File: src/rtl/sram_bus_arbiter_pkg.sv
// Shared definitions for the SRAM-like bus arbiter: requester IDs and field widths.
package sram_bus_arbiter_pkg;

  typedef enum logic {
    OWNER_DATA = 1'b0,
    OWNER_INST = 1'b1
  } owner_e;

  localparam int unsigned ADDR_W = 32;
  localparam int unsigned DATA_W = 32;
  localparam int unsigned SIZE_W = 2;
  localparam int unsigned STRB_W = 4;

endpackage

File: src/rtl/sram_bus_arbiter_tag_fifo.sv
// In-order owner-tag FIFO: one bit per accepted request, popped per response.
module tag_fifo
  import sram_bus_arbiter_pkg::*;
#(
  parameter int unsigned DEPTH = 4
) (
  input  logic                     clk,
  input  logic                     reset,
  input  logic                     push,
  input  logic                     push_owner,
  input  logic                     pop,
  output logic                     head,
  output logic [$clog2(DEPTH):0]   count,
  output logic                     full,
  output logic                     empty
);

  localparam int unsigned PW = $clog2(DEPTH);
  localparam int unsigned CW = PW + 1;

  logic [DEPTH-1:0] tags;
  logic [PW-1:0]    wr_ptr;
  logic [PW-1:0]    rd_ptr;

  assign full  = (count == CW'(DEPTH));
  assign empty = (count == '0);
  assign head  = tags[rd_ptr];

  always_ff @(posedge clk) begin
    if (push) tags[wr_ptr] <= push_owner;
  end

  // DEPTH is a power of two, so pointer overflow is the modulo wrap.
  always_ff @(posedge clk) begin
    if (reset) begin
      wr_ptr <= '0;
      rd_ptr <= '0;
      count  <= '0;
    end else begin
      if (push) wr_ptr <= wr_ptr + PW'(1);
      if (pop)  rd_ptr <= rd_ptr + PW'(1);
      case ({push, pop})
        2'b10:   count <= count + CW'(1);
        2'b01:   count <= count - CW'(1);
        default: count <= count;
      endcase
    end
  end

endmodule

File: src/rtl/sram_bus_arbiter.sv
// Arbitrates inst/data SRAM-like requesters onto one memory port and routes
// in-order responses back using the owner tag FIFO.
module sram_bus_arbiter
  import sram_bus_arbiter_pkg::*;
#(
  parameter int unsigned DEPTH      = 4,
  parameter int unsigned STARVE_MAX = 8
) (
  input  logic              clk,
  input  logic              reset,
  input  logic              inst_req,
  input  logic              inst_wr,
  input  logic [SIZE_W-1:0] inst_size,
  input  logic [STRB_W-1:0] inst_wstrb,
  input  logic [ADDR_W-1:0] inst_addr,
  input  logic [DATA_W-1:0] inst_wdata,
  output logic              inst_addr_ok,
  output logic              inst_data_ok,
  output logic [DATA_W-1:0] inst_rdata,
  input  logic              data_req,
  input  logic              data_wr,
  input  logic [SIZE_W-1:0] data_size,
  input  logic [STRB_W-1:0] data_wstrb,
  input  logic [ADDR_W-1:0] data_addr,
  input  logic [DATA_W-1:0] data_wdata,
  output logic              data_addr_ok,
  output logic              data_data_ok,
  output logic [DATA_W-1:0] data_rdata,
  output logic              mem_req,
  output logic              mem_wr,
  output logic [SIZE_W-1:0] mem_size,
  output logic [STRB_W-1:0] mem_wstrb,
  output logic [ADDR_W-1:0] mem_addr,
  output logic [DATA_W-1:0] mem_wdata,
  input  logic              mem_addr_ok,
  input  logic              mem_data_ok,
  input  logic [DATA_W-1:0] mem_rdata,
  output logic              proto_err
);

  localparam int unsigned CW = $clog2(DEPTH) + 1;
  localparam int unsigned SW = $clog2(STARVE_MAX + 1);

  logic [CW-1:0] count;
  logic          full;
  logic          empty;
  logic          head;
  logic [SW-1:0] starve_cnt;
  logic          starve_hit;
  logic          sel_inst;
  logic          push;
  logic          pop;
  logic          inst_push;

  assign starve_hit = (starve_cnt == SW'(STARVE_MAX));
  assign sel_inst   = inst_req & (~data_req | starve_hit);
  assign mem_req    = (inst_req | data_req) & ~full;
  assign push       = mem_req & mem_addr_ok;
  assign inst_push  = push & sel_inst;
  assign pop        = mem_data_ok & ~empty;

  assign inst_addr_ok = inst_push;
  assign data_addr_ok = push & ~sel_inst;

  always_comb begin
    if (sel_inst) begin
      mem_wr    = inst_wr;
      mem_size  = inst_size;
      mem_wstrb = inst_wstrb;
      mem_addr  = inst_addr;
      mem_wdata = inst_wdata;
    end else begin
      mem_wr    = data_wr;
      mem_size  = data_size;
      mem_wstrb = data_wstrb;
      mem_addr  = data_addr;
      mem_wdata = data_wdata;
    end
  end

  assign inst_data_ok = pop & (head == OWNER_INST);
  assign data_data_ok = pop & (head == OWNER_DATA);
  assign inst_rdata   = inst_data_ok ? mem_rdata : '0;
  assign data_rdata   = data_data_ok ? mem_rdata : '0;

  tag_fifo #(
    .DEPTH(DEPTH)
  ) u_tag_fifo (
    .clk       (clk),
    .reset     (reset),
    .push      (push),
    .push_owner(sel_inst ? OWNER_INST : OWNER_DATA),
    .pop       (pop),
    .head      (head),
    .count     (count),
    .full      (full),
    .empty     (empty)
  );

  always_ff @(posedge clk) begin
    if (reset) begin
      starve_cnt <= '0;
    end else if (!inst_req || inst_push) begin
      starve_cnt <= '0;
    end else if (!starve_hit) begin
      starve_cnt <= starve_cnt + SW'(1);
    end
  end

  // A response with nothing outstanding means downstream lost sync; latch it.
  always_ff @(posedge clk) begin
    if (reset) begin
      proto_err <= 1'b0;
    end else if (mem_data_ok && count == '0) begin
      proto_err <= 1'b1;
    end
  end

endmodule
File: config.mk
export PLATFORM = sky130hd
export DESIGN_NAME = sram_bus_arbiter
export DESIGN_NICKNAME = d
export VERILOG_FILES = /design/src/rtl/sram_bus_arbiter_pkg.sv /design/src/rtl/sram_bus_arbiter_tag_fifo.sv /design/src/rtl/sram_bus_arbiter.sv
export SDC_FILE = /design/constraint.sdc
export NUM_CORES = 1
export LEC_CHECK = 0
export BUFFER_PORTS_ARGS = -buffer_cell sky130_fd_sc_hd__buf_2
export CORE_AREA = 2 2 125 127
export DETAILED_ROUTE_END_ITERATION = 10
export DIE_AREA = 0 0 127 129
export GPL_TIMING_DRIVEN = 0
export PLACE_DENSITY_LB_ADDON = 0.3
export SLEW_MARGIN = 15
export SYNTH_ARGS = -nofsm -noshare
export SYNTH_HDL_FRONTEND = slang
export SYNTH_SLANG_ARGS = --single-unit
File: constraint.sdc
create_clock -name clk -period 2.9 [get_ports clk]
set_input_delay 0.435 -clock clk [delete_from_list [all_inputs] [get_ports clk]]
set_output_delay 0.435 -clock clk [all_outputs]
set_load 0.01 [all_outputs]
==> reports/qor.yml, run 1 <==
clock_tree:
  cts_tree: "built"
  clockBufferDepth: 2
  worstSkewPairLatency_ns: 0.24
  post-cts-setup-buffers: 0
  cts-root-buf: "clkbuf_16"
  clock-sinks: 16
  cts_buffers: 3
  clk_pin_slew_worst_paths_ns: 0.05
  cts_resized: 0
  htree_levels: 1
  ctsHoldBuffers: 0
final_layout:
  drive_above_1_share: 0.729
  mostFrequentLayoutCells: "324 x buf_2, 64 x and3_1, 58 x mux2_4, 14 x mux2_2, 12 x dfxtp_1"
  multi_input_area_sq_um: 1930
  design_area_sq_um: 4470
  num_antenna_cells: 0
  regArea_sq_um: 360
  area_growth_pct: 75.8
  nets: 761
  fillers: 1640
  mostFrequentLayoutCell: "buf_2"
worst_setup_path:
  path_class: "reg -> out"
  cp_data_arrival_time_ns: 2.04
  cp_cell_sequence: "inv_1 -> ha_1 -> nand3b_4 -> a21boi_2 -> buf_6 -> buf_12 -> mux2_4 -> buf_2"
  cp.required_ns: 2.47
  cp-startpoint: "starve_cnt[0]$_SDFFE_PP0N_"
  cp-start-kind: "register"
  slowest_stage: "dfxtp_1"
  reg2reg_to: "u_tag_fifo.count[2]$_SDFFE_PP0P_"
  crit_family: "buffers and inverters"
  rrSetupSlack_ns: 0.44
  end_kind: "output port"
  crit_buf_inv: 4
  timing.rr.start: "u_tag_fifo.count[2]$_SDFFE_PP0P_"
  path_max_fanout: 13
  reg2reg_depth: 9
  max_stage_delay_ns: 0.33
sta:
  maxSlewViolCount: 0
  fin_crit_ns: 2.47
  fmax_mhz: 404
  relSlewSlack: 0.640
  fin_setup_tns_ns: 0
  rsz0062_at_grt: "false"
  period_share: 0.853
  finClkSkew_ns: 0.000985
  worstMarginPinSlew_ns: 0.537
  setup_viol: 0
  hold_viol: 0
yosys:
  ys_ff_latch: 16
  syn-cell-area_sq_um: 2540
  synth_top_area_frac: 0.343
  ys_warn_count: 0
  ys_async_sr_fraction: 0
  ys_seq_area_frac: 0.142
  synthFlopType: "dfxtp_1"
  syn_area_per_cell_sq_um: 10.2
  synth_fp_nets: 436
  yosysTopAreaCell: "mux2_4"
  syn-instance-count: 248
  synth_area_leaders: "mux2_4 34%, and3_1 16%, dfxtp_1 9.5%, mux2_2 6.2%, buf_12 4.7%"
  synth_edf_count: 4
  synth.distinct_cells: 38
hold_path:
  min_to: "proto_err$_SDFFE_PP0P_"
  worstHoldStart: "mem_data_ok"
  hold_class: "in -> reg"
  hold_path_depth: 3
floorplanning:
  die_h_um: 129
  die_x_um: 127
  die-area_sq_um: 16400
  core.rowCount: 45
  core-area_sq_um: 15000
  start_util: 0.170
  num_io_pins: 321
grt:
  grt_pass1_wl_um: 14500
  antenna_found_initial: 0
  grt_usage: 0.107
  first_global_vias: 2803
  grt_max_degree: 14
  gr-total-overflow: 0
power_and_ir_drop:
  p_per_area_nw_per_um2: 424
  vdd_drop_max_uv: 266
  leakage_nw: 2.73
routing:
  wirelength_um: 10400
  drc: 0
  vias: 3168
  drt-pass1-iter-count: 6
  avgViaCountPerCell: 4.17
  drtIter0Drc: 112
  antenna_left: 0
  wl_per_cell_um: 13.7
place:
  dp_hpwl_um: 9240
  place.gp.congestion: 0.778
  dpl_cell_area_sq_um: 4380
  io_buffers: 320
status:
  status: "finished, final reports clean"
job:
  maxCapViolCount: 0
report_power, final:
group / total (mW) / internal [mW] / switching, mW
logic: 1.28 / 0.616 / 0.663
registers: 0.319 / 0.270 / 0.0494
clock network: 0.294 / 0.209 / 0.0842
Yosys cell counts, types with 2 or more instances:
library cell	n
a21oi_1	4
and2_1	7
and3_1	64
buf_12	6
buf_2	4
buf_6	4
clkbuf_1	5
clkbuf_2	3
dfxtp_1	12
edfxtp_1	4
ha_1	7
inv_1	8
mux2_2	14
mux2_4	58
mux2i_1	2
nand2_1	2
nand3_1	5
nor2_1	9
nor3_1	3
o21ai_0	3
o22ai_1	2
or3_1	2
xnor2_1	2
xor2_1	4
sequential cells by signal (all words and copies together), names as in the netlist:
| name | flops |
|---|---|
| starve_cnt | 4 |
| u_tag_fifo.tags | 4 |
| u_tag_fifo.count | 3 |
| u_tag_fifo.rd_ptr | 2 |
| proto_err | 1 |
| u_tag_fifo.wr_ptr | 2 |
tightest hold or removal path, delay by kind of cell:
family          cells  cell delay, ns
simple gates        1            0.07
compound gates      1            0.06
buf+inv             1            0.10
layer usage:
metal,track usage,vias to the layer above,share of wire
met5,0,-,0
met4,0.0142,0,0.0038
met3,0.00998,6,0.053
met2,0.177,117,0.51
met1,0.155,1494,0.44
li1,-,1551,-
how the worst max path moves through the flow:
stage,to,slack [ns],cells past startpoint
after detailed placement,u_tag_fifo.count[2]$_SDFFE_PP0P_,0.28,10
after global routing,u_tag_fifo.count[2]$_SDFFE_PP0P_,0.23,9
after global placement,u_tag_fifo.count[2]$_SDFFE_PP0P_,0.35,10
final,mem_addr[24],0.43,8
after CTS,mem_wdata[25],0.40,8
after floorplan,u_tag_fifo.count[2]$_SDFFE_PP0P_,0.70,9
cell families (layout without fill, tap and decap cells):
group	Yosys count	after routing	share of synthesized area
and+or+nand+nor	99	99	0.239
muxes	75	75	0.422
buffers and inverters	30	354	0.0980
DFF	16	16	0.142
AOI/OAI and AO/OA	14	14	0.0360
adders and majority gates	8	8	0.0424
xor gates and xnor gates	6	6	0.0207
final cells by class:
class                           instances  area share
Buffer                                 22      0.0490
Sequential cell                        16      0.0807
Tap cell                              188      0.0527
Multi-Input combinational cell        202       0.432
Timing Repair Buffer                  320       0.359
Clock buffer                            4      0.0199
Inverter                                8     0.00672
metrics by stage:
| stage | util | hold slack, ns | power (mW) | setup WS [ns] | std cells |
|---|---|---|---|---|---|
| after floorplan | - | 0.488 | 1.10 | 0.702 | 248 |
| after global placement | 0.292 | 0.455 | 1.58 | 0.348 | 756 |
| after detailed placement | 0.292 | 0.458 | 1.60 | 0.275 | 756 |
| after CTS | 0.298 | 0.452 | 1.91 | 0.399 | 760 |
| after global routing | 0.298 | 0.490 | 2.03 | 0.234 | 760 |
| final | 0.298 | 0.451 | 1.89 | 0.426 | 760 |
(Power assumes the default switching activity.)
==> run 2, diff against run 1 <==
--- a/config.mk
+++ b/config.mk
@@ -6,11 +6,12 @@
 export NUM_CORES = 1
 export LEC_CHECK = 0
 export BUFFER_PORTS_ARGS = -buffer_cell sky130_fd_sc_hd__buf_2
-export CORE_AREA = 2 2 125 127
+export CORE_AREA = 2 2 123 125
 export DETAILED_ROUTE_END_ITERATION = 10
-export DIE_AREA = 0 0 127 129
+export DIE_AREA = 0 0 125 127
 export GPL_TIMING_DRIVEN = 0
 export PLACE_DENSITY_LB_ADDON = 0.3
+export SKIP_CTS_REPAIR_TIMING = 1
 export SLEW_MARGIN = 15
 export SYNTH_ARGS = -nofsm -noshare
 export SYNTH_HDL_FRONTEND = slang
==> constraint.sdc (replaced) <==
create_clock -name clk -period 3.15 [get_ports clk]
set_input_delay 0.4725 -clock clk [delete_from_list [all_inputs] [get_ports clk]]
set_output_delay 0.4725 -clock clk [all_outputs]
set_load 0.01 [all_outputs]
==> reports/qor.yml, run 2 (synthesis gave the netlist of run 1 again) <==
worst_setup_path:
  cp-start-kind: "register"
  end_kind: "output port"
  crit_family: "buffers and inverters"
  path_class: "reg -> out"
  slowest_stage: "dfxtp_1"
  cp_cell_sequence: "inv_1 -> ha_1 -> nand3b_4 -> a21boi_2 -> buf_6 -> buf_12 -> mux2_4 -> buf_2"
  cp_data_arrival_time_ns: 2.09  # +0.05 ns
  cp.required_ns: 2.68  # +0.21 ns
  path_max_fanout: 10  # -3
  crit_buf_inv: 4  # unchanged
  max_stage_delay_ns: 0.34  # about the same
grt:
  gr-total-overflow: 0  # unchanged
  grt_usage: 0.113  # +0.00583
  first_global_vias: 2944  # +5.0%
  antenna_found_initial: 0  # unchanged
  grt_max_degree: 14  # unchanged
  grt_pass1_wl_um: 15100  # +4.2%
power_and_ir_drop:
  vdd_drop_max_uv: 290  # +9.0%
  p_per_area_nw_per_um2: 390  # -8.0%
  leakage_nw: 2.73  # unchanged
place:
  dpl_cell_area_sq_um: 4370  # -0.11%
  io_buffers: 320  # unchanged
  place.gp.congestion: 0.889  # +14%
  dp_hpwl_um: 8970  # -3.0%
final_layout:
  design_area_sq_um: 4460  # -0.11%
  reg_top3: "starve_cnt (4), u_tag_fifo.tags (4), u_tag_fifo.count (3)"
  nets: 761  # unchanged
  mostFrequentLayoutCells: "324 x buf_2, 64 x and3_1, 58 x mux2_4, 14 x mux2_2, 12 x dfxtp_1"
  mostFrequentLayoutCell: "buf_2"
  drive_above_1_share: 0.729  # unchanged
  area_growth_pct: 75.6
  num_antenna_cells: 0  # unchanged
clock_tree:
  clock-sinks: 16  # unchanged
  clockBufferDepth: 2  # unchanged
  cts_tree: "built"
  clk_pin_slew_worst_paths_ns: 0.05  # about the same
  cts_buffers: 3  # unchanged
  worstSkewPairLatency_ns: 0.24  # about the same
  cts-root-buf: "clkbuf_16"
  htree_levels: 1  # unchanged
routing:
  drc: 0  # unchanged
  drt-pass1-iter-count: 6  # unchanged
  wirelength_um: 10200  # -1.5%
  drtIter0Drc: 164  # +46%
  antenna_left: 0  # unchanged
  avgViaCountPerCell: 4.21  # +0.94%
  vias: 3181  # +0.41%
  wl_per_cell_um: 13.5  # -1.0%
floorplanning:
  core.rowCount: 44  # -2.2%
  die_h_um: 127  # -1.6%
  num_io_pins: 321  # unchanged
  die-area_sq_um: 15900  # -3.1%
  core-area_sq_um: 14400  # -3.7%
  die_x_um: 125  # -1.6%
  start_util: 0.176  # +0.00650
sta:
  finClkSkew_ns: 0.00287  # +0.00188 ns
  fin_setup_tns_ns: 0  # unchanged
  rsz0062_at_grt: "false"
  fmax_mhz: 391
  setup_viol: 0  # unchanged
  relSlewSlack: 0.627  # -0.0132
  hold_viol: 0  # unchanged
  worstMarginPinSlew_ns: 0.557  # +0.0198 ns
  maxSlewViolCount: 0  # unchanged
  fin_crit_ns: 2.56
  period_share: 0.812
  hold_slack_ns: 0.478  # +0.0264 ns
status:
  status: "finished, final reports clean"
job:
  maxCapViolCount: 0  # unchanged
hold_path:
  hold_class: "reg -> reg"
==> run 2: cell counts in the layout (fill, tap and decap cells not counted) <==
No cell type changed its count.
==> run 2: power breakdown <==
part,total [mW],switching [mW],internal (mW)
sequential,0.295,0.0469,0.248
clock,0.270,0.0772,0.193
combinational,1.17,0.606,0.567
==> run 2: worst min-delay path, delay by kind of cell, from the launching register on <==
| kind | cells | cell delay, ns |
|---|---|---|
| and+or+nand+nor | 1 | 0.07 |
| AOI/OAI and AO/OA | 1 | 0.04 |
| DFF | 1 | 0.33 |
==> run 2: layout make-up <==
type / count / area, sq um
tap: 184 / 230
clock buffer: 4 / 88.8
timing repair buffer: 320 / 1600
fill: 1499 / 9960
buffer: 22 / 219
sequential: 16 / 360
multi-input combinational: 202 / 1930
inverter: 8 / 30.0
==> run 2: stage by stage <==
stage | cells | total power, mW | worst slack, ns | util
global route | 756 | 1.87 | 0.413 | 0.309
finish | 756 | 1.74 | 0.592 | 0.309
floorplan | 248 | 1.01 | 0.915 | -
detailed placement | 752 | 1.47 | 0.471 | 0.303
CTS | 756 | 1.75 | 0.572 | 0.309
global placement | 752 | 1.45 | 0.569 | 0.303
==> run 2: final timing paths <==
kind,slack [ns],cells past startpoint,to,from
worst min-delay path,0.48,2,proto_err$_SDFFE_PP0P_,proto_err$_SDFFE_PP0P_
worst min register to register,0.48,2,proto_err$_SDFFE_PP0P_,proto_err$_SDFFE_PP0P_
worst max-delay path,0.59,8,mem_addr[12],starve_cnt[0]$_SDFFE_PP0N_
worst max register to register,0.64,9,u_tag_fifo.count[2]$_SDFFE_PP0P_,u_tag_fifo.count[2]$_SDFFE_PP0P_
==> run 2: per-layer routing <==
metal	routed length, um	up-vias	global-route usage	part of all wire
li1	-	1552	-	-
met1	4230	1458	0.150	0.41
met2	5070	157	0.196	0.50
met3	789	14	0.0180	0.077
met4	133	0	0.0203	0.013
met5	0	-	0	0
